File: config.mk
export PLATFORM = sky130hd
export DESIGN_NAME = vga_mode_ctrl
export DESIGN_NICKNAME = d
export VERILOG_FILES = /design/src/rtl/vga_mode_ctrl.sv
export SDC_FILE = /design/constraint.sdc
export NUM_CORES = 1
export LEC_CHECK = 0
export ABC_AREA = 1
export CORE_ASPECT_RATIO = 0.5
export CORE_MARGIN = 4
export CORE_UTILIZATION = 54
export CTS_CLUSTER_DIAMETER = 80
export DETAILED_ROUTE_END_ITERATION = 10
export GPL_TIMING_DRIVEN = 1
export PLACE_DENSITY_LB_ADDON = 0.1
export SLEW_MARGIN = 20
export SYNTH_ARGS = -nofsm -noshare
export SYNTH_HDL_FRONTEND = slang
export SYNTH_SLANG_ARGS = --single-unit
File: constraint.sdc
create_clock -name sys_clk -period 1.5 [get_ports sys_clk]
set_clock_uncertainty 0.2 [all_clocks]
set_input_delay 0.375 -clock sys_clk [delete_from_list [all_inputs] [get_ports sys_clk]]
set_output_delay 0.375 -clock sys_clk [all_outputs]
set_load 0.005 [all_outputs]
File: src/rtl/vga_mode_ctrl.sv
// Display-mode sequencer: debounced next/prev buttons queue a mode change that is
// committed only at a frame boundary. Optional auto-advance via MODE_AUTO_CYCLE_EN.
module vga_mode_ctrl #(
  parameter int unsigned DEBOUNCE_CYCLES = 250000,
  parameter int unsigned NUM_MODES       = 4,
  parameter int unsigned DWELL_FRAMES    = 300
) (
  input  logic       sys_clk,
  input  logic       sys_rst,
  input  logic       btn_next,
  input  logic       btn_prev,
  input  logic       vga_vs,
  output logic [2:0] state,
  output logic       mode_update,
  output logic       req_pending
);

  localparam int unsigned      CNT_W     = $clog2(DEBOUNCE_CYCLES);
  localparam logic [CNT_W-1:0] CNT_LAST  = CNT_W'(DEBOUNCE_CYCLES - 1);
  localparam logic [3:0]       LAST_MODE = 4'(NUM_MODES - 1);

  localparam logic [1:0] PEND_NONE = 2'd0;
  localparam logic [1:0] PEND_NEXT = 2'd1;
  localparam logic [1:0] PEND_PREV = 2'd2;

  if (DEBOUNCE_CYCLES < 2 || DEBOUNCE_CYCLES > (1 << 20) || NUM_MODES < 2 || NUM_MODES > 8 ||
      DWELL_FRAMES < 1 || DWELL_FRAMES > 1023) begin : g_param_check
    $error("vga_mode_ctrl: parameter out of legal range");
  end

  logic [1:0] btn_raw;
  logic [1:0] press;   // bit 0 = next, bit 1 = prev
  assign btn_raw = {btn_prev, btn_next};

  genvar gi;
  generate
    for (gi = 0; gi < 2; gi++) begin : g_btn
      logic             meta_reg;
      logic             sync_reg;
      logic             stable_reg;
      logic             stable_last_reg;
      logic [CNT_W-1:0] cnt_reg;

      always_ff @(posedge sys_clk) begin
        if (sys_rst) begin
          meta_reg        <= 1'b0;
          sync_reg        <= 1'b0;
          stable_reg      <= 1'b0;
          stable_last_reg <= 1'b0;
          cnt_reg         <= '0;
        end else begin
          meta_reg        <= btn_raw[gi];
          sync_reg        <= meta_reg;
          stable_last_reg <= stable_reg;
          // Any return to the stable level restarts the count, rejecting short glitches.
          if (sync_reg == stable_reg) begin
            cnt_reg <= '0;
          end else if (cnt_reg == CNT_LAST) begin
            stable_reg <= sync_reg;
            cnt_reg    <= '0;
          end else begin
            cnt_reg <= cnt_reg + 1'b1;
          end
        end
      end

      assign press[gi] = stable_reg & ~stable_last_reg;
    end
  endgenerate

  logic vs_meta_reg;
  logic vs_sync_reg;
  logic vs_last_reg;
  logic frame_tick;

  always_ff @(posedge sys_clk) begin
    if (sys_rst) begin
      vs_meta_reg <= 1'b0;
      vs_sync_reg <= 1'b0;
      vs_last_reg <= 1'b0;
    end else begin
      vs_meta_reg <= vga_vs;
      vs_sync_reg <= vs_meta_reg;
      vs_last_reg <= vs_sync_reg;
    end
  end

  assign frame_tick = vs_last_reg & ~vs_sync_reg;

  logic [1:0] pending_reg;
  logic [1:0] pending_next;
  logic [2:0] state_reg;
  logic       mode_update_reg;
  logic [3:0] state_ext;
  logic [3:0] inc_mode;
  logic [3:0] dec_mode;
  logic       apply_req;
  logic       auto_step;

  // A press coinciding with frame_tick is queued for the next frame, not the current one.
  always_comb begin
    pending_next = pending_reg;
    if (press[0] && press[1]) begin
      pending_next = PEND_NONE;
    end else if (press[0]) begin
      pending_next = PEND_NEXT;
    end else if (press[1]) begin
      pending_next = PEND_PREV;
    end else if (frame_tick) begin
      pending_next = PEND_NONE;
    end
  end

  assign state_ext = {1'b0, state_reg};
  assign inc_mode  = (state_ext >= LAST_MODE) ? 4'd0 : state_ext + 4'd1;
  assign dec_mode  = (state_ext == 4'd0) ? LAST_MODE : state_ext - 4'd1;
  assign apply_req = frame_tick && (pending_reg != PEND_NONE);

`ifdef MODE_AUTO_CYCLE_EN
  localparam logic [9:0] DWELL_LAST = 10'(DWELL_FRAMES - 1);
  logic [9:0] frame_cnt_reg;

  assign auto_step = frame_tick && (pending_reg == PEND_NONE) && (frame_cnt_reg == DWELL_LAST);

  always_ff @(posedge sys_clk) begin
    if (sys_rst) begin
      frame_cnt_reg <= '0;
    end else if ((|press) || apply_req || auto_step) begin
      frame_cnt_reg <= '0;
    end else if (frame_tick) begin
      frame_cnt_reg <= frame_cnt_reg + 10'd1;
    end
  end
`else
  assign auto_step = 1'b0;
`endif

  always_ff @(posedge sys_clk) begin
    if (sys_rst) begin
      pending_reg     <= PEND_NONE;
      state_reg       <= 3'd0;
      mode_update_reg <= 1'b0;
    end else begin
      pending_reg     <= pending_next;
      mode_update_reg <= apply_req | auto_step;
      if (apply_req) begin
        state_reg <= (pending_reg == PEND_PREV) ? dec_mode[2:0] : inc_mode[2:0];
      end else if (auto_step) begin
        state_reg <= inc_mode[2:0];
      end
    end
  end

  assign state       = state_reg;
  assign mode_update = mode_update_reg;
  assign req_pending = (pending_reg != PEND_NONE);

endmodule
# --- After elaboration in Yosys (flattened, before gate mapping) ---
# Index checks and enable logic that the tools add are counted.
classes:
  n_addsub: 4
  n_lt_le_gt_ge: 1
  eq_ne: 5
  n_mux: 6
  n_bitwise: 8
  reduce_logical: 12
ops:
  columns: ["cell", "n"]
  rows:
  - ["18-bit by 1-bit adder with 18-bit output (second input constant)", 2]
  - ["18-bit equality test (second input constant)", 2]
  - ["3-bit two-way mux", 3]
  - ["3-bit OR reduction", 3]
  - ["1-bit inverter", 5]
  - ["4-bit logical NOT", 1]
  - ["2-bit two-way mux", 2]
  - ["2-bit AND reduction", 2]
  - ["2-bit nonzero test", 2]
  - ["3-bit by 1-bit adder with 3-bit output (second input constant)", 1]
  - ["1-bit AND", 3]
  - ["3-bit by 2-bit >= comparator with 1-bit output (second input constant)", 1]
  - ["3-bit nonzero test", 1]
  - ["3-bit by 1-bit subtractor with 3-bit output (second input constant)", 1]
  - ["1-bit equality test", 2]
  - ["2-bit equality test (second input constant)", 1]
  - ["1-bit logical AND", 2]
  - ["2-bit OR reduction", 1]
  - ["1-bit two-way mux", 1]
word_totals:
  register_bits: 53
  in_bits: 5
  out_inout_bits: 5
  elab_cells: 53

# --- Longest topological paths before layout ---
# Gate-level depths: netlist of the first run.
logic_depth:
  ltp_word: 5
  mapped_depth: 9
  ltp_nobuf: 9

# --- Worst setup path before layout of the first run ---
# OpenSTA, ideal clock, no wires.
synth_timing:
  path_kind: "reg-to-reg"
  from: "register g_btn[0].cnt_reg[0]"
  to: "register g_btn[0].cnt_reg[11]"
  setup_ns: 0.114
  arrival_time_ns: 1.287
  required_ns: 1.186
  setup_slack_ns: -0.101
  path_stages_with_launch: 10
  n_path_buf: 1
  synth_period_minus_slack_ns: 1.601
  cell_sequence: "dfxtp_1 ha_1 nand2_2 nor2_1 nand2_1 nor2_2 nand2_2 nand2_4 buf_12 nor2_1"
synth_between:
  elab_chain_len: 2
  word_cells_on_any_way: 3
  classes_between: "add/sub: 1; eq/ne: 1; reduce/logical: 1"
synth_lines:
  columns: ["element", "line", "source"]
  rows:
  - ["from (decl)", "42", "logic [CNT_W-1:0] cnt_reg;"]
  - ["from (signal assigned)", "62", "cnt_reg <= cnt_reg + 1'b1;"]
  - ["branches (longest 2 deep; another with 18-bit by 1-bit adder with 18-bit output)", null, null]
# Several ways; the timed one is not identified.
# A chain may end at the register's enable or synchronous reset.

# --- Worst setup path in the final report of the first run ---
layout_timing:
  from: "register g_btn[0].cnt_reg[1]"
  to: "register g_btn[0].stable_reg"
layout_between:
  elab_chain_len: 2
layout_lines:
  columns: ["element", "line", "source"]
  rows:
  - ["18-bit equality test", "58", "end else if (cnt_reg == CNT_LAST) begin"]
  - ["2-bit AND reduction (no line)", null, null]
  - ["to (signal assigned)", "59", "stable_reg <= sync_reg;"]
  - ["to (decl)", "40", "logic stable_reg;"]
# Every way passes these cells.

==> results.md, run 1 <==
- Clock network fraction of total power: approximately 37%
- Number of buffers inserted by hold repair at cts: 0
- Count of cells along the worst hold path: 2
- Chip width: 105.3 um
- Total power of the final layout: 2.367 mW
- Total clock buffers created by CTS: 5
- Number of setup violations in the final report: 28
- Largest net degree at the start of global routing: 17
- Number of maximum-capacitance constraint violations: 0
- Count of port buffers added during placement: 9
- Number of cells on the worst reg-to-reg path: 8
- Leading cell types by total area after synthesis: dfxtp_1, nand2_1, nor2_1, inv_1, xor2_1
- Count of flip-flops with a built-in enable after synthesis: 0
- Summed instance area of the synthesized netlist: 2554 sq um
- Final cell count without fillers: 481
- Fill cells: 296
- Final period util: 106.9%
- Syn_nets: 371
- Fin Hold WS: 0.2063 ns
- Violation count after the first detailed-route iteration: 68
- Deepest level of the CTS H-tree: 2
- Power per standard cell area: 666.0 nW/um^2
- Overflow left after global routing: 0
- Post-Synthesis Cells: 360
- Number of antenna violations at the first check in global routing: 0
- Drt via density: 5.135
- Synth Register Bits: 53
- Setup slack at placement: -0.2251 ns
- Combinational group share of total power: under 10%
- Type of the setup path with the least slack: flip-flop to flip-flop
- Share of the core filled with cells: 79.17%
- Post-route setup slack: -0.1031 ns
- Portion of the post-synthesis area used by sequential elements: 41.55%
- Slew at the pin with the worst max-slew slack: 0.3761 ns
- Buffer cell driving the clock tree root: clkbuf_8
- Switching power of the nets: 541.8 uW
- Largest register FFs: 36
- DR WL met3: 306 um
- Average size of a mapped cell: ~7.1 sq um
- TNS Setup: -1.490 ns
- Max FO, Critical Path: 5
- Yosys warning count: 0
- Distinct cell type count after synthesis: 28
- Maximum operating frequency: about 620 MHz
- CORE AREA: 4488 sq um
- Buffers from clock root to sink, at most: 2
- Status: finished, violations left
- Antenna diodes: 0
- Die height: 56.63 um
- Internal portion of total power: 1.825 mW
- Top-Level Pins: 10
- Switching fraction of total power: 22.90%
- Count of pins over their slew limit: 0
- Number of global-route vias before repair: 2297
- Standard-cell row count: 17
- Final hold viol count: 0
- Leakage power total: ~1.3 nW
- Top-count cell post-synth: nand2_1
- Highest layer used for signal routing: met4
- M1 wire length: 2.821 mm
- Total wirelength of the detailed-routed design: 6.769 mm
- Via total after detailed routing: 2470
- Number of sinks driven by the clock tree: between 50 and 60
- Unrepaired setup endpoints after global routing: true
- First-pass GRT wire length: 9.756 mm
- CP Data Required Time: 1.50 ns
- Area fraction of the dominant cell type after synthesis: 41.55%
- Normalized max-slew margin: between 70 and 80%
- Met2 Wirelength: 3.429 mm
- Clock slew at the register clock pins of the worst setup and hold paths: 0.10 ns
- Detail Placement HPWL: 3.721 mm
- Die Outline Area: 5960 sq um
- Inst Count DP: 457
- Top FF cell, synth: dfxtp_1
- Violated checks: negative setup slack
- Critical path arrival: 1.60 ns
- Top cells by count, synth: nand2_1, nor2_1, dfxtp_1, inv_1, a21oi_1
- Sequential share of power: 59.9%
- Non-Filler Cell Area, Final: 3553 sq um
- Final critical-path required period: 1.603 ns
- Total Nets Final: 425
- Placement-stage cell area: a little under 3000 sq um
- Layout cell share with drive strength beyond 1: a little over a third
- Async set or reset register ratio after synthesis: 0%
- Area Overhead vs Synth: 39.15%
- Antenna-violating nets left: 0
- Clock network latency to the later pin of the worst-skew pair: roughly 0.32 ns
- Final routed wire length divided by cell count: around 14 um
- Type of origin of the critical path: flip-flop
- Initial core utilization: 56.90%
- Final estimated routing congestion in global placement: 0.8545
- Residual DRC: 0
- Type of the tightest min-delay check: flip-flop to flip-flop
- Maximum ir drop on the vdd rail: 0.4847 mV
- Drt pass-1 iters: 4
- Nature of the critical path endpoint: flip-flop
- Yosys top cell by area: dfxtp_1
- GRT Total Usage: 20.04%
- Clock tree from TritonCTS: built
-- path summary, 6_finish.rpt --
kind	slack, ns	to	from
worst max-delay path	-0.10	g_btn[0].stable_reg	g_btn[0].cnt_reg[1]
worst min-delay path	0.21	g_btn[0].sync_reg	g_btn[0].meta_reg
worst max register to register	-0.10	g_btn[0].stable_reg	g_btn[0].cnt_reg[1]
worst min register to register	0.21	g_btn[0].sync_reg	g_btn[0].meta_reg
-- area by class of cell --
cell class                 count  area (sq um)  area share (%)
timing repair buffer          48         424.2           11.94
sequential                    53          1086           30.56
inverter                      49         191.4           5.387
clock buffer                   6         82.58           2.324
multi-input combinational    257          1673           47.08
clock inverter                 2         13.76          0.3873
tap                           66         82.58           2.324
-- cells by family after synthesis --
family / share of synthesized area (%)
AOI/OAI and AO/OA: 5.782
xor gates and xnor gates: 5.145
adders and majority gates: 2.940
buffers and inverters: 8.721
DFF: 41.55
and+or+nand+nor: 35.86
-- layer usage --
layer | GRT usage [%] | up-vias
met4 | 7.103 | 0
met1 | 22.89 | 1155
met3 | 4.592 | 22
met2 | 36.87 | 66
li1 | - | 1227
met5 | 0 | -
-- repair_timing --
action,CTS,global route
pin swaps,9,21
buffers inserted,7,5
cloned,2,2
endpoints found under the setup margin,46,45
gates resized for setup,33,90
-- worst max-delay path: stages (launching register included) --
cell,delay [ns]
dfxtp_2,0.37
ha_4,0.18
nand2_4,0.07
nor2_4,0.10
nand2_2,0.10
nor2_4,0.17
nand2_8,0.12
o21ai_2,0.13
nor2_1,0.05
-- power by group through the flow --
| stage | Clock [mW] | Sequential (mW) | Combinational (mW) |
|---|---|---|---|
| after floorplan | 0 | 1.45 | 0.0311 |
| after global placement | 0 | 1.45 | 0.0545 |
| after detailed placement | 0 | 1.45 | 0.0559 |
| after CTS | 0.871 | 1.42 | 0.0646 |
| after global routing | 0.952 | 1.42 | 0.0849 |
| final | 0.871 | 1.42 | 0.0780 |
-- cell usage in the layout (no fill, tap or decap), types with 11 or more instances in the layout --
master,synthesis,routed
xor2_1,12,11
inv_1,49,43
nor2_2,9,20
nor2_1,67,45
nand3_1,17,14
buf_4,0,33
nor2_4,1,12
dfxtp_1,53,37
dfxtp_2,0,14
nand2_1,81,73
No activity file was read; power rests on OpenSTA's default activity.
==> inputs of run 2 (changes only) <==
--- a/config.mk
+++ b/config.mk
@@ -12,6 +12,7 @@
 export CTS_CLUSTER_DIAMETER = 80
 export DETAILED_ROUTE_END_ITERATION = 10
 export GPL_TIMING_DRIVEN = 1
+export HOLD_SLACK_MARGIN = 0.02
 export PLACE_DENSITY_LB_ADDON = 0.1
 export SLEW_MARGIN = 20
 export SYNTH_ARGS = -nofsm -noshare
==> results of run 2 <==
Final layout, timing and power as in run 1 (identical DEF).
==> inputs of run 3 (changes only) <==
--- a/config.mk
+++ b/config.mk
@@ -13,6 +13,7 @@
 export DETAILED_ROUTE_END_ITERATION = 10
 export GPL_TIMING_DRIVEN = 1
 export HOLD_SLACK_MARGIN = 0.02
+export MAX_ROUTING_LAYER = met4
 export PLACE_DENSITY_LB_ADDON = 0.1
 export SLEW_MARGIN = 20
 export SYNTH_ARGS = -nofsm -noshare
==> results.md, run 3 (synthesis results as in run 1) <==
- CP Data Required Time: 1.50 ns (about the same)
- Critical path cell sequence: ha_4, nand2_4, nor2_4, nand2_2, nor2_4, nand2_8, o21ai_2, nor2_1
- Most common library cell in the layout ignoring fill and taps: nand2_1
- Startpoint of the most critical setup path: g_btn[0].cnt_reg[1]
- Drt pass-1 iters: 5 (+1)
- Setup slack at placement: -0.2251 ns (unchanged)
- Type of origin of the critical path: flip-flop
- Clock slew at the register clock pins of the worst setup and hold paths: 0.09 ns (about the same)
- Antenna diodes: 0 (unchanged)
- Violation count after the first detailed-route iteration: 72 (+5.9%)
- Final critical-path required period: 1.612 ns (+0.008568 ns)
- Total Nets Final: 425 (unchanged)
- Fin Hold WS: 0.2088 ns (+0.002589 ns)
- Layout cell share with drive strength beyond 1: 36.14% (-0.24 points)
- Final routed wire length divided by cell count: 13.93 um (-1.0%)
- CORE AREA: 4488 sq um (unchanged)
- Deepest level of the CTS H-tree: 2 (unchanged)
- First-pass GRT wire length: 9.777 mm (+0.22%)
- Chip width: 105.3 um (unchanged)
- GRT Total Usage: 20.66% (+0.62 points)
- Standard-cell row count: 17 (unchanged)
- Fill cells: 297 (+0.34%)
- Number of global-route vias before repair: 2296 (-0.044%)
- Reg-to-reg slack, setup: -0.11 ns (about the same)
- Max FO, Critical Path: 5 (unchanged)
- Initial core utilization: 56.90% (unchanged)
- Residual DRC: 0 (unchanged)
- Type of the tightest min-delay check: flip-flop to flip-flop
- Normalized max-slew margin: 74.87% (about the same)
- Total clock buffers created by CTS: 5 (unchanged)
- Via total after detailed routing: 2456 (-0.57%)
- Critical-path top delay cell: dfxtp_2
- Count of pins over their slew limit: 0 (unchanged)
- Maximum operating frequency: 620.5 MHz (-0.53%)
- Reg-to-reg startpoint: g_btn[0].cnt_reg[1]
- Critical path arrival: 1.61 ns (about the same)
- Number of sinks driven by the clock tree: 53 (unchanged)
- Overflow left after global routing: 0 (unchanged)
- Maximum ir drop on the vdd rail: 0.4983 mV (+2.8%)
- Die Outline Area: 5960 sq um (unchanged)
- Buffer cell driving the clock tree root: clkbuf_8
- Crit-path max cell delay: 0.37 ns (about the same)
- Drt via density: 5.106 (-0.57%)
- Count of buffering cells on the critical path with inverters included: 0 (unchanged)
- Final hold viol count: 0 (unchanged)
- Total wirelength of the detailed-routed design: 6.699 mm (-1.0%)
- Startpoint of the lowest-slack hold path: g_btn[0].meta_reg
- Power per standard cell area: 665.3 nW/um^2 (about the same)
- Final estimated routing congestion in global placement: 0.8681 (+1.6%)
- Largest net degree at the start of global routing: 17 (unchanged)
- Nature of the critical path endpoint: flip-flop
- Area Overhead vs Synth: 39.00%
- Largest register FFs: 36 (unchanged)
- Number of antenna violations at the first check in global routing: 0 (unchanged)
- Type of the setup path with the least slack: flip-flop to flip-flop
- Post-route setup slack: -0.1117 ns (-0.008568 ns)
- Number of setup violations in the final report: 24 (-14%)
- Slew at the pin with the worst max-slew slack: 0.3760 ns (-0.00005889 ns)
- Number of buffers inserted by hold repair at cts: 0 (unchanged)
- Share of the core filled with cells: 79.09% (-0.084 points)
- Violated checks: negative setup slack
- Clock tree from TritonCTS: built
- Top-Level Pins: 10 (unchanged)
- Number of maximum-capacitance constraint violations: 0 (unchanged)
- Leading cell types in the layout, fill and taps excluded: nand2_1, nor2_1, inv_1, dfxtp_1, buf_4
- Die height: 56.63 um (unchanged)
- Unrepaired setup endpoints after global routing: true
- Count of port buffers added during placement: 9 (unchanged)
- Antenna-violating nets left: 0 (unchanged)
- Final period util: 107.4% (+0.57 points)
- Leakage power total: 1.275 nW (about the same)
- Detail Placement HPWL: 3.721 mm (unchanged)
- Clock network latency to the later pin of the worst-skew pair: 0.32 ns (about the same)
- Status: finished, violations left
- Most used cell along the critical path: nor2_4
- Buffers from clock root to sink, at most: 2 (unchanged)
- Family of cells with the greatest summed delay on the critical path: simple AND/OR/NAND/NOR gates
## run 3: cell types whose count changed in the layout (fill, tap and decap cells not counted)
cell	change
a21oi_2	-1
a21oi_1	+1
## run 3: per-layer routing
| metal | global-route usage (%) | share of wire (%) | vias up |
|---|---|---|---|
| met5 | - | 0 | - |
| met4 | 7.103 | 2.8 | 0 |
| met3 | 4.592 | 4.7 | 22 |
| met2 | 36.87 | 51 | 67 |
| met1 | 23.03 | 42 | 1138 |
| li1 | - | - | 1229 |
## run 3: path summary, 6_finish.rpt
path	cells after the start	end
min reg2reg	2	g_btn[0].sync_reg
min	2	g_btn[0].sync_reg
max reg2reg	8	g_btn[0].stable_reg
max	8	g_btn[0].stable_reg
## run 3: timing repair
item	in CTS	in global routing
cloned	2	2
setup endpoints to repair	46	45
buffers inserted	7	5
pin swaps	9	21
resized for setup	33	89
## run 3: metrics by stage
| stage | area [sq um] | std cells | setup TNS, ns | power (mW) |
|---|---|---|---|---|
| 6_report | 3550 | 481 | -1.456 | 2.362 |
| 5_1_grt | 3550 | 481 | -3.455 | 2.460 |
| 4_1_cts | 3197 | 474 | -0.6641 | 2.357 |
| 3_5_place_dp | 2927 | 457 | -6.520 | 1.510 |
| 3_3_place_gp | 2927 | 457 | -6.465 | 1.508 |
| 2_1_floorplan | 2585 | 360 | 0 | 1.485 |
## run 3: report_power, final
part | switching [mW] | internal [mW] | total (mW)
clock | 0.490 | 0.376 | 0.866
combinational | 0.0412 | 0.0365 | 0.0777
sequential | 0.00546 | 1.41 | 1.42
## run 3: worst reg2reg max path, stage by stage, from the launching register on
cell and delay (ns):
dfxtp_2 0.37, ha_4 0.18, nand2_4 0.07, nor2_4 0.10
nand2_2 0.10, nor2_4 0.17, nand2_8 0.13, o21ai_2 0.13
nor2_1 0.06
## run 3: layout make-up
cell class                      count  area (sq um)  area share (%)
Timing Repair Buffer               48         424.2           11.95
Clock buffer                        6         82.58           2.326
Clock inverter                      2         13.76          0.3877
Tap cell                           66         82.58           2.326
Multi-Input combinational cell    257          1669           47.02
Inverter                           49         191.4           5.393
Sequential cell                    53          1086           30.60
